`src/rtl/contra_pkg.sv`:
```
// -----------------------------------------------------------------------------
// contra_pkg
//   Definitions shared by the per-pixel sprite layers of the compositor.
//
//   Contents:
//     SCREEN_W / SCREEN_H : visible raster size in pixels (640x480)
//     coord_t             : 10-bit screen coordinate
//     bullet_state_t      : life cycle of the player's bullet
//     zext11()            : widen a coordinate to 11 bits so that bound sums
//                           (origin + size + speed) can never wrap
// -----------------------------------------------------------------------------
package contra_pkg;

    localparam int SCREEN_W = 640;
    localparam int SCREEN_H = 480;

    typedef logic [9:0] coord_t;

    typedef enum logic [1:0] {
        ST_IDLE     = 2'd0,
        ST_LAUNCH   = 2'd1,
        ST_FLYING   = 2'd2,
        ST_COOLDOWN = 2'd3
    } bullet_state_t;

    // Zero-extend a screen coordinate into the 11-bit comparison domain.
    function automatic logic [10:0] zext11(input coord_t v);
        return {1'b0, v};
    endfunction

endpackage : contra_pkg

```
`src/rtl/rect_hit.sv`:
```
// -----------------------------------------------------------------------------
// rect_hit
//   Registered point-in-square test. One cycle after a point is presented,
//   `hit` reports whether it lies inside [boxX, boxX+SIZE) x [boxY, boxY+SIZE)
//   while `enable` is high. Meant to be shared by every sprite layer that
//   needs a box hit against the raster position.
//
//   Parameters:
//     SIZE    : box edge length in pixels
//   Ports:
//     Clk     in  1  : clock
//     Reset   in  1  : asynchronous, active-high
//     enable  in  1  : qualifies the test (box currently drawn)
//     pointX  in  10 : point under test, x
//     pointY  in  10 : point under test, y
//     boxX    in  10 : box origin (top-left), x
//     boxY    in  10 : box origin (top-left), y
//     hit     out 1  : registered result
// -----------------------------------------------------------------------------
module rect_hit #(
    parameter int SIZE = 4
) (
    input  logic       Clk,
    input  logic       Reset,
    input  logic       enable,
    input  logic [9:0] pointX,
    input  logic [9:0] pointY,
    input  logic [9:0] boxX,
    input  logic [9:0] boxY,
    output logic       hit
);
    import contra_pkg::*;

    localparam logic [10:0] SIZE_W = 11'(SIZE);

    logic [10:0] x_end_s;
    logic [10:0] y_end_s;
    logic        in_x_s;
    logic        in_y_s;

    // Half-open interval tests; the far edge is computed in 11 bits so a box
    // near coordinate 1023 does not wrap to a small value.
    always_comb begin
        x_end_s = zext11(boxX) + SIZE_W;
        y_end_s = zext11(boxY) + SIZE_W;
        in_x_s  = (zext11(pointX) >= zext11(boxX)) && (zext11(pointX) < x_end_s);
        in_y_s  = (zext11(pointY) >= zext11(boxY)) && (zext11(pointY) < y_end_s);
    end

    // Result register.
    always_ff @(posedge Clk or posedge Reset) begin
        if (Reset) begin
            hit <= 1'b0;
        end else begin
            hit <= enable && in_x_s && in_y_s;
        end
    end

endmodule : rect_hit

```
`src/rtl/bullet_logic.sv`:
```
// -----------------------------------------------------------------------------
// bullet_logic
//   Owns the player's single bullet: fire request, one-cycle launch, per-frame
//   horizontal motion, off-screen retirement and a frame-counted cooldown.
//   Every cycle the raster position is tested against the bullet box and the
//   registered result is handed to the pixel compositor (bulletOn1 appears one
//   cycle after DrawX/DrawY; the compositor adds its own cycle).
//
//   Build option:
//     BULLET_AUTOFIRE_EN : when defined, a held `fire` relaunches on the first
//                          IDLE cycle after cooldown. When undefined, every
//                          shot needs `fire` to be seen low and then high.
//
//   Parameters:
//     SCREEN_W, SCREEN_H  : visible raster size
//     BULLET_SIZE         : bullet square edge
//     BULLET_SPEED        : pixels moved per frameTick
//     MUZZLE_DX/MUZZLE_DY : launch offset from the player's top-left
//     COOLDOWN_FRAMES     : frameTicks between retirement and the next launch
//                           (counter is 8 bits wide, so at most 255)
//   Ports:
//     Clk          in  1  : clock
//     Reset        in  1  : asynchronous, active-high
//     frameTick    in  1  : one-cycle pulse per frame
//     fire         in  1  : level fire request
//     facingLeft   in  1  : player direction, sampled at launch only
//     playerX/Y    in  10 : player sprite top-left
//     DrawX/DrawY  in  10 : current raster pixel
//     bulletOn1    out 1  : raster pixel inside the flying bullet (registered)
//     bulletActive out 1  : bullet in LAUNCH or FLYING (registered)
//     fireAck      out 1  : one-cycle pulse on LAUNCH entry (registered)
// -----------------------------------------------------------------------------
module bullet_logic #(
    parameter int SCREEN_W        = 640,
    parameter int SCREEN_H        = 480,
    parameter int BULLET_SIZE     = 4,
    parameter int BULLET_SPEED    = 4,
    parameter int MUZZLE_DX       = 16,
    parameter int MUZZLE_DY       = 8,
    parameter int COOLDOWN_FRAMES = 8
) (
    input  logic       Clk,
    input  logic       Reset,
    input  logic       frameTick,
    input  logic       fire,
    input  logic       facingLeft,
    input  logic [9:0] playerX,
    input  logic [9:0] playerY,
    input  logic [9:0] DrawX,
    input  logic [9:0] DrawY,
    output logic       bulletOn1,
    output logic       bulletActive,
    output logic       fireAck
);
    import contra_pkg::*;

    // Constants in the widths they are used at.
    localparam logic [10:0] SCREEN_W_W = 11'(SCREEN_W);
    localparam logic [10:0] SCREEN_H_W = 11'(SCREEN_H);
    localparam logic [10:0] SIZE_W     = 11'(BULLET_SIZE);
    localparam logic [10:0] SPEED_W    = 11'(BULLET_SPEED);
    localparam logic [10:0] MDX_W      = 11'(MUZZLE_DX);
    localparam logic [9:0]  SPEED_C    = 10'(BULLET_SPEED);
    localparam logic [9:0]  MDX_C      = 10'(MUZZLE_DX);
    localparam logic [9:0]  MDY_C      = 10'(MUZZLE_DY);
    localparam logic [7:0]  COOL_C     = 8'(COOLDOWN_FRAMES);

    bullet_state_t state_r;
    bullet_state_t state_next_s;
    coord_t        bx_r;
    coord_t        by_r;
    coord_t        bx_next_s;
    coord_t        by_next_s;
    logic          dir_left_r;
    logic          dir_left_next_s;
    logic [7:0]    cnt_r;
    logic [7:0]    cnt_next_s;
    logic          armed_r;
    logic          launch_s;
    logic          flying_s;

    logic [10:0]   right_reach_s;
    logic [10:0]   bottom_reach_s;
    coord_t        muzzle_right_s;
    coord_t        muzzle_left_s;

    // Bound and muzzle arithmetic. Right/bottom reaches are 11 bits so the
    // off-screen test cannot be fooled by a wrapped sum. The right muzzle is
    // plain 10-bit addition: a player that far right is off-screen anyway.
    always_comb begin
        right_reach_s  = zext11(bx_r) + SPEED_W + SIZE_W;
        bottom_reach_s = zext11(by_r) + SIZE_W;
        muzzle_right_s = playerX + MDX_C;
        if (zext11(playerX) < MDX_W) begin
            muzzle_left_s = 10'd0;
        end else begin
            muzzle_left_s = playerX - MDX_C;
        end
    end

    // Launch qualifier: only from IDLE, and only while armed.
    always_comb begin
        launch_s = (state_r == ST_IDLE) && fire && armed_r;
        flying_s = (state_r == ST_FLYING);
    end

    // Next-state, position, direction and cooldown counter.
    always_comb begin
        state_next_s    = state_r;
        bx_next_s       = bx_r;
        by_next_s       = by_r;
        dir_left_next_s = dir_left_r;
        cnt_next_s      = cnt_r;
        case (state_r)
            ST_IDLE: begin
                // A simultaneous frameTick is simply not looked at here.
                if (launch_s) begin
                    state_next_s = ST_LAUNCH;
                end else begin
                    state_next_s = ST_IDLE;
                end
            end
            ST_LAUNCH: begin
                // Ticks during LAUNCH are dropped; motion starts in FLYING.
                dir_left_next_s = facingLeft;
                by_next_s       = playerY + MDY_C;
                if (facingLeft) begin
                    bx_next_s = muzzle_left_s;
                end else begin
                    bx_next_s = muzzle_right_s;
                end
                state_next_s = ST_FLYING;
            end
            ST_FLYING: begin
                if (frameTick) begin
                    if (bottom_reach_s > SCREEN_H_W) begin
                        // Launched below the visible area: gone at first tick.
                        state_next_s = ST_COOLDOWN;
                        cnt_next_s   = COOL_C;
                    end else if (dir_left_r) begin
                        if (zext11(bx_r) < SPEED_W) begin
                            state_next_s = ST_COOLDOWN;
                            cnt_next_s   = COOL_C;
                        end else begin
                            bx_next_s = bx_r - SPEED_C;
                        end
                    end else begin
                        if (right_reach_s > SCREEN_W_W) begin
                            state_next_s = ST_COOLDOWN;
                            cnt_next_s   = COOL_C;
                        end else begin
                            bx_next_s = bx_r + SPEED_C;
                        end
                    end
                end else begin
                    state_next_s = ST_FLYING;
                end
            end
            ST_COOLDOWN: begin
                if (cnt_r == 8'd0) begin
                    // Only reachable with a zero cooldown setting.
                    state_next_s = ST_IDLE;
                end else if (frameTick) begin
                    cnt_next_s = cnt_r - 8'd1;
                    if (cnt_r == 8'd1) begin
                        state_next_s = ST_IDLE;
                    end else begin
                        state_next_s = ST_COOLDOWN;
                    end
                end else begin
                    state_next_s = ST_COOLDOWN;
                end
            end
            default: begin
                state_next_s = ST_IDLE;
            end
        endcase
    end

    // State and bullet registers.
    always_ff @(posedge Clk or posedge Reset) begin
        if (Reset) begin
            state_r    <= ST_IDLE;
            bx_r       <= 10'd0;
            by_r       <= 10'd0;
            dir_left_r <= 1'b0;
            cnt_r      <= 8'd0;
        end else begin
            state_r    <= state_next_s;
            bx_r       <= bx_next_s;
            by_r       <= by_next_s;
            dir_left_r <= dir_left_next_s;
            cnt_r      <= cnt_next_s;
        end
    end

    // Re-arm logic: decides whether a held fire button may relaunch.
    always_ff @(posedge Clk or posedge Reset) begin
        if (Reset) begin
            armed_r <= 1'b1;
        end else begin
`ifdef BULLET_AUTOFIRE_EN
            armed_r <= 1'b1;
`else
            if (launch_s) begin
                armed_r <= 1'b0;
            end else if (!fire) begin
                armed_r <= 1'b1;
            end else begin
                armed_r <= armed_r;
            end
`endif
        end
    end

    // Status outputs, registered from the next-state decode so they line up
    // with the state they describe.
    always_ff @(posedge Clk or posedge Reset) begin
        if (Reset) begin
            bulletActive <= 1'b0;
            fireAck      <= 1'b0;
        end else begin
            bulletActive <= (state_next_s == ST_LAUNCH) || (state_next_s == ST_FLYING);
            fireAck      <= launch_s;
        end
    end

    // Raster hit against the current bullet box, only while it is flying.
    rect_hit #(
        .SIZE (BULLET_SIZE)
    ) u_hit (
        .Clk    (Clk),
        .Reset  (Reset),
        .enable (flying_s),
        .pointX (DrawX),
        .pointY (DrawY),
        .boxX   (bx_r),
        .boxY   (by_r),
        .hit    (bulletOn1)
    );

endmodule : bullet_logic

```
`config.mk`:
```
export PLATFORM = sky130hd
export DESIGN_NAME = bullet_logic
export DESIGN_NICKNAME = d
export VERILOG_FILES = /design/src/rtl/contra_pkg.sv /design/src/rtl/rect_hit.sv /design/src/rtl/bullet_logic.sv
export SDC_FILE = /design/constraint.sdc
export NUM_CORES = 1
export LEC_CHECK = 0
export BUFFER_PORTS_ARGS = -buffer_cell sky130_fd_sc_hd__clkbuf_2
export CORE_MARGIN = 5
export CORE_UTILIZATION = 53
export DETAILED_ROUTE_END_ITERATION = 6
export PLACE_DENSITY_LB_ADDON = 0.15
export SYNTH_ARGS = -nofsm -noshare
export SYNTH_HDL_FRONTEND = slang
export SYNTH_SLANG_ARGS = --single-unit
```
`constraint.sdc`:
```
create_clock -name Clk -period 2.9 [get_ports Clk]
set_input_delay 0 -clock Clk [delete_from_list [all_inputs] [get_ports Clk]]
set_output_delay 0 -clock Clk [all_outputs]
set_load 0.005 [all_outputs]
```
After elaboration in Yosys (flattened, before gate mapping). Index checks and enable logic that the tools add are counted.

Add/subtract/negate cells: 9. $lt $le $gt $ge: 8. Equal/unequal tests: 15. Mux-type cells: 28. Reductions and logical operators: 13.

Operators with widths (number): 10-bit 2-to-1 mux (7); 8-bit 2-to-1 mux (7); 10-bit by 3-bit adder with 11-bit output, second input constant (2); 10-bit by 11-bit less-than comparator with 1-bit output (2); 10-bit greater-or-equal comparator (2); 10-bit one-hot mux with 2 select lines (1); 2-bit 2-to-1 mux (8); 8-bit one-hot mux with 2 select lines (1); 11-bit by 3-bit adder with 11-bit output, second input constant (1); 11-bit by 10-bit > comparator with 1-bit output, second input constant (1); 11-bit by 9-bit > comparator with 1-bit output, second input constant (1); 10-bit by 3-bit adder with 10-bit output, second input constant (1); 10-bit by 4-bit adder with 10-bit output, second input constant (1); 10-bit by 5-bit adder with 10-bit output, second input constant (1); 10-bit by 3-bit less-than comparator with 1-bit output, second input constant (1); 10-bit by 5-bit less-than comparator with 1-bit output, second input constant (1); 10-bit by 3-bit subtractor with 10-bit output, second input constant (1); 10-bit by 5-bit subtractor with 10-bit output, second input constant (1); 8-bit by 1-bit equality test with 1-bit output, second input constant (1); 8-bit logical NOT (1); 2-bit inequality test, second input constant (4); 4-bit inequality test, second input constant (2); 2-bit one-hot mux with 4 select lines (1); 8-bit by 1-bit subtractor with 8-bit output, second input constant (1); 11 further kinds (23).

Bits in registers: 35. Bits of input ports: 45. Output and inout bits: 3.

Longest topological paths before layout.
Depth after elaboration: 10. Mapped depth: 12. Mapped depth without buffers: 10.

Hierarchy. From an unflattened synthesis, not the netlist that was laid out.

Cells, all modules: 416. Area total of the unflattened synthesis: 3492.1 um^2.

Modules (own cells, without submodules): bullet_logic (times used 1, cells an instance 274, area an instance 2384.8 um^2); rect_hit (times used 1, cells an instance 142, area an instance 1107.3 um^2).

Least setup slack after synthesis. No wires, ideal clock.

Kind: reg2reg. Start point: register bx_r[2]. End point: register cnt_r[2]. Setup time: 0.124 ns. Data arrival time: 2.760 ns. Slack: 0.016 ns. Stages on the path, launching flop included: 13. Buffers on the path: 2. Path through: dfrtp_1 > clkbuf_1 > inv_1 > ha_1 > nand2b_1 > nor2_1 > a21o_1 > o2111a_1 > a2111oi_4 > a21oi_2 > or2_1 > buf_6 > a211o_1.

Cells in the longest elaborated chain, start to end: 5. Elaborated cells between the ends (all ways): 7.

RTL lines: start, declared (line bullet_logic.sv:70) `coord_t bx_r;`; start signal, assigned (line bullet_logic.sv:190) `bx_r <= bx_next_s;`; 10-bit by 3-bit adder with 11-bit output (line bullet_logic.sv:91) `right_reach_s = zext11(bx_r) + SPEED_W + SIZE_W;`; 11-bit by 3-bit adder with 11-bit output (line bullet_logic.sv:91); 11-bit by 10-bit > comparator with 1-bit output (line bullet_logic.sv:148) `if (right_reach_s > SCREEN_W_W) begin`; 4-bit inequality test (no source line); 6-bit AND reduction (no source line) (*); end signal, assigned (line bullet_logic.sv:193) `cnt_r <= cnt_next_s;`; end, declared (line bullet_logic.sv:76) `logic [7:0] cnt_r;`.

Mark *: on every way between the ends. The rest lies on a longest branch, timed or not. A chain may end at the register's enable or synchronous reset.

Worst setup path after layout. Ends and elaborated chain as after synthesis.

==> impl_metrics.tcl <==
set metrics [dict create \
    postSynth.asyncResetShare_pct 100.0 \
    report.final.slew_viol_count 0 \
    ff_latch_area_um2 877.1 \
    fmax_mhz 372.3 \
    wirelength_mm 8.912 \
    row_count 30 \
    min_path_type "primary input to flop" \
    power_density_mw_per_mm2 976.8 \
    h-tree-depth 2 \
    cp.required_ps 3080 \
    via_per_inst 5.847 \
    dp_slack_ps 142.1 \
    endpoint_kind "flop" \
    grt_pass1_vias 3290 \
    num_vias 3409 \
    layout_min_cycle_time_ps 2686 \
    ant_nets 0 \
    ys_ff_latch 35 \
    reg2reg_depth 10 \
    dieHeight_um 92.59 \
    dp_hpwl_mm 7.040 \
    whs_path_depth 3 \
    boundaryPins 48 \
    synth-edff-count 0 \
    areaGrowthSynthToFinish_pct 17.27 \
    grt_overflow_total 0 \
    coreArea_mm2 0.006719 \
    grt_setup_unrepaired "false" \
    wl_per_cell_um 15.29 \
    status "complete, no violations" \
    start_kind "flop" \
    period_share_pct 92.62 \
    synth_cells 438 \
    finalSetupTns_ps 0 \
    yosysMostFrequentCell "ha_1" \
    peakVddDrop_mv 0.4954 \
    antenna_found_initial 0 \
    yosysSeqAreaShare_pct 24.26 \
    final.fill_count 611 \
    ctsLongestPathBuffers 2 \
    yosysTopAreaCell "dfrtp_1" \
    setup_slack_ps 213.9 \
    post_cts_buffers 0 \
    worstHoldStart "playerY[9]" \
    drc 0 \
    hold_end "by_r[9]$_DFFE_PP0N_" \
    dieArea_mm2 0.008572 \
    slowest_stage "dfrtp_1" \
    fin_skew_ps 9.103 \
    cts_tree "built" \
    reg2reg_from "bx_r[2]$_DFFE_PP0P_" \
    drive_gt1_share_pct 19.68 \
    grt_max_degree 36 \
    path_max_fanout 10 \
    slew-limit-headroom_pct 69.20 \
    diodes 0 \
    yosysWarningCount 0 \
    cap_violations 0 \
    synth_cell_types 70 \
    root_buffer "clkbuf_8" \
    start_util_pct 53.80 \
    synth_nets 529 \
    slowest_delay_ps 400 \
    syn_area_per_cell_um2 8.253 \
    arrival_ps 2870 \
    initialDrtViolationCount 168 \
    multiInputGateArea_mm2 0.002537 \
    power.leakage_nw 1.984 \
    cts.sinks 35 \
    fin_util_pct 63.09 \
    cts_buffers 5 \
    track_usage_pct 21.83 \
    startpoint "bx_r[2]$_DFFE_PP0P_" \
    synth_top_area_share_pct 23.54 \
    synthTopCellsByCount "46 x ha_1, 43 x nand2_1, 34 x dfrtp_1" \
    worstReg2RegEnd "cnt_r[2]$_DFFE_PP0P_" \
    grt_pass1_wl_mm 15.41 \
    path_clk_slew_ps 80 \
    setup_viol 0 \
    die_x_um 92.59 \
    critPathKind "flop to flop" \
    ff2ff_setup_slack_ps 210 \
    place_congestion 0.9390 \
    finalHoldViolations 0 \
    first_pass_iters 5 \
    syn-cell-area_mm2 0.003615 \
    layout.nets 593 \
    synth.area.top_cells "dfrtp_1 24%, ha_1 16%, xnor2_1 5.3%" \
    io_buffers 47 \
    clock_latency_ps 290 \
    dominantRegCellSynth "dfrtp_1" \
    path_cells "ha_1 > xor2_1 > inv_1 > nor2_1 > a21o_1 > o2111a_1 > a2111oi_4 > a21oi_2 > or2_4 > a211o_1" \
    worstMarginPinSlew_ps 450.4 \
]
[worst max-delay path: cells and delay by family (launching register included)]
family	cells	cell delay, ps
buf+inv	1	150
compound gates	5	1160
simple gates	2	400
xor+xnor	1	200
fa+ha+maj	1	270
flops	1	400
[through the flow]
step	hold slack [ps]	power, mW	area, um2	std cells
final	22.00	4.141	4239	583
after global routing	21.40	4.579	4239	583
after CTS	25.08	4.110	4215	583
after detailed placement	106.3	3.625	4019	567
after global placement	102.3	3.558	4019	567
after floorplan	39.31	2.893	3615	438
[cell families after synthesis]
group / share of synthesized area (%)
mux: 2.942
compound gates: 23.57
simple gates: 20.56
flops: 24.26
fa+ha+maj: 15.92
buf+inv: 6.196
xor+xnor: 6.542
[area by class of cell]
| class | count | area share, % |
|---|---|---|
| Clock buffer | 5 | 1.623 |
| Clock inverter | 3 | 1.122 |
| Inverter | 34 | 3.011 |
| Sequential cell | 35 | 20.69 |
| Multi-Input combinational cell | 349 | 59.86 |
| Tap cell | 80 | 2.361 |
| Timing Repair Buffer | 77 | 11.33 |
[per-layer routing]
layer  GRT usage (%)  wire length [um]
met5               0                 0
met4           5.569                98
met3           3.249               427
met2           35.05              4041
met1           30.68              4344
[report_power, final]
group | internal, mW | switching [mW] | total [mW]
clock | 0.260 | 0.191 | 0.451
sequential | 0.723 | 0.280 | 1.00
combinational | 1.20 | 1.48 | 2.69
total | 2.19 | 1.95 | 4.14
[flip-flops by register name (all words and copies together), names as in the netlist]
signal        flops
fireAck           1
bx_r             10
dir_left_r        1
u_hit.hit         1
armed_r           1
by_r             10
bulletActive      1
cnt_r             8
state_r           2
[layout by cell type (no fill, tap or decap), drive strengths merged, types with 4 or more instances in the layout]
master,instances
a21o,8
o211ai,8
o21ai,26
nor2,20
nand2,44
nor3,12
a211o,4
dlygate4sd3,8
inv,35
and3,8
xnor2,22
dfrtp,34
and2,4
mux2,5
mux2i,5
nand3,20
ha,46
buf,22
nand2b,7
a21oi,24
xor2,5
nor2b,4
a31oi,4
nand4,5
clkbuf,52
o21a,9
[how the worst max path moves through the flow]
stage | endpoint | slack (ps) | cells after the start
after floorplan | cnt_r[2]$_DFFE_PP0P_ | 20 | 12
after global placement | cnt_r[2]$_DFFE_PP0P_ | 210 | 10
after detailed placement | cnt_r[5]$_DFFE_PP0P_ | 140 | 10
after CTS | cnt_r[2]$_DFFE_PP0P_ | 120 | 10
after global routing | u_hit.hit$_DFF_PP0_ | 0.5 | 11
final | cnt_r[2]$_DFFE_PP0P_ | 210 | 10
[repair_timing]
action                                 in CTS  in global routing
hold buffers                                8                  0
resized for setup                           0                  6
endpoints found under the hold margin      42                  0
setup endpoints to repair                   0                 10
(Power assumes the default switching activity.)
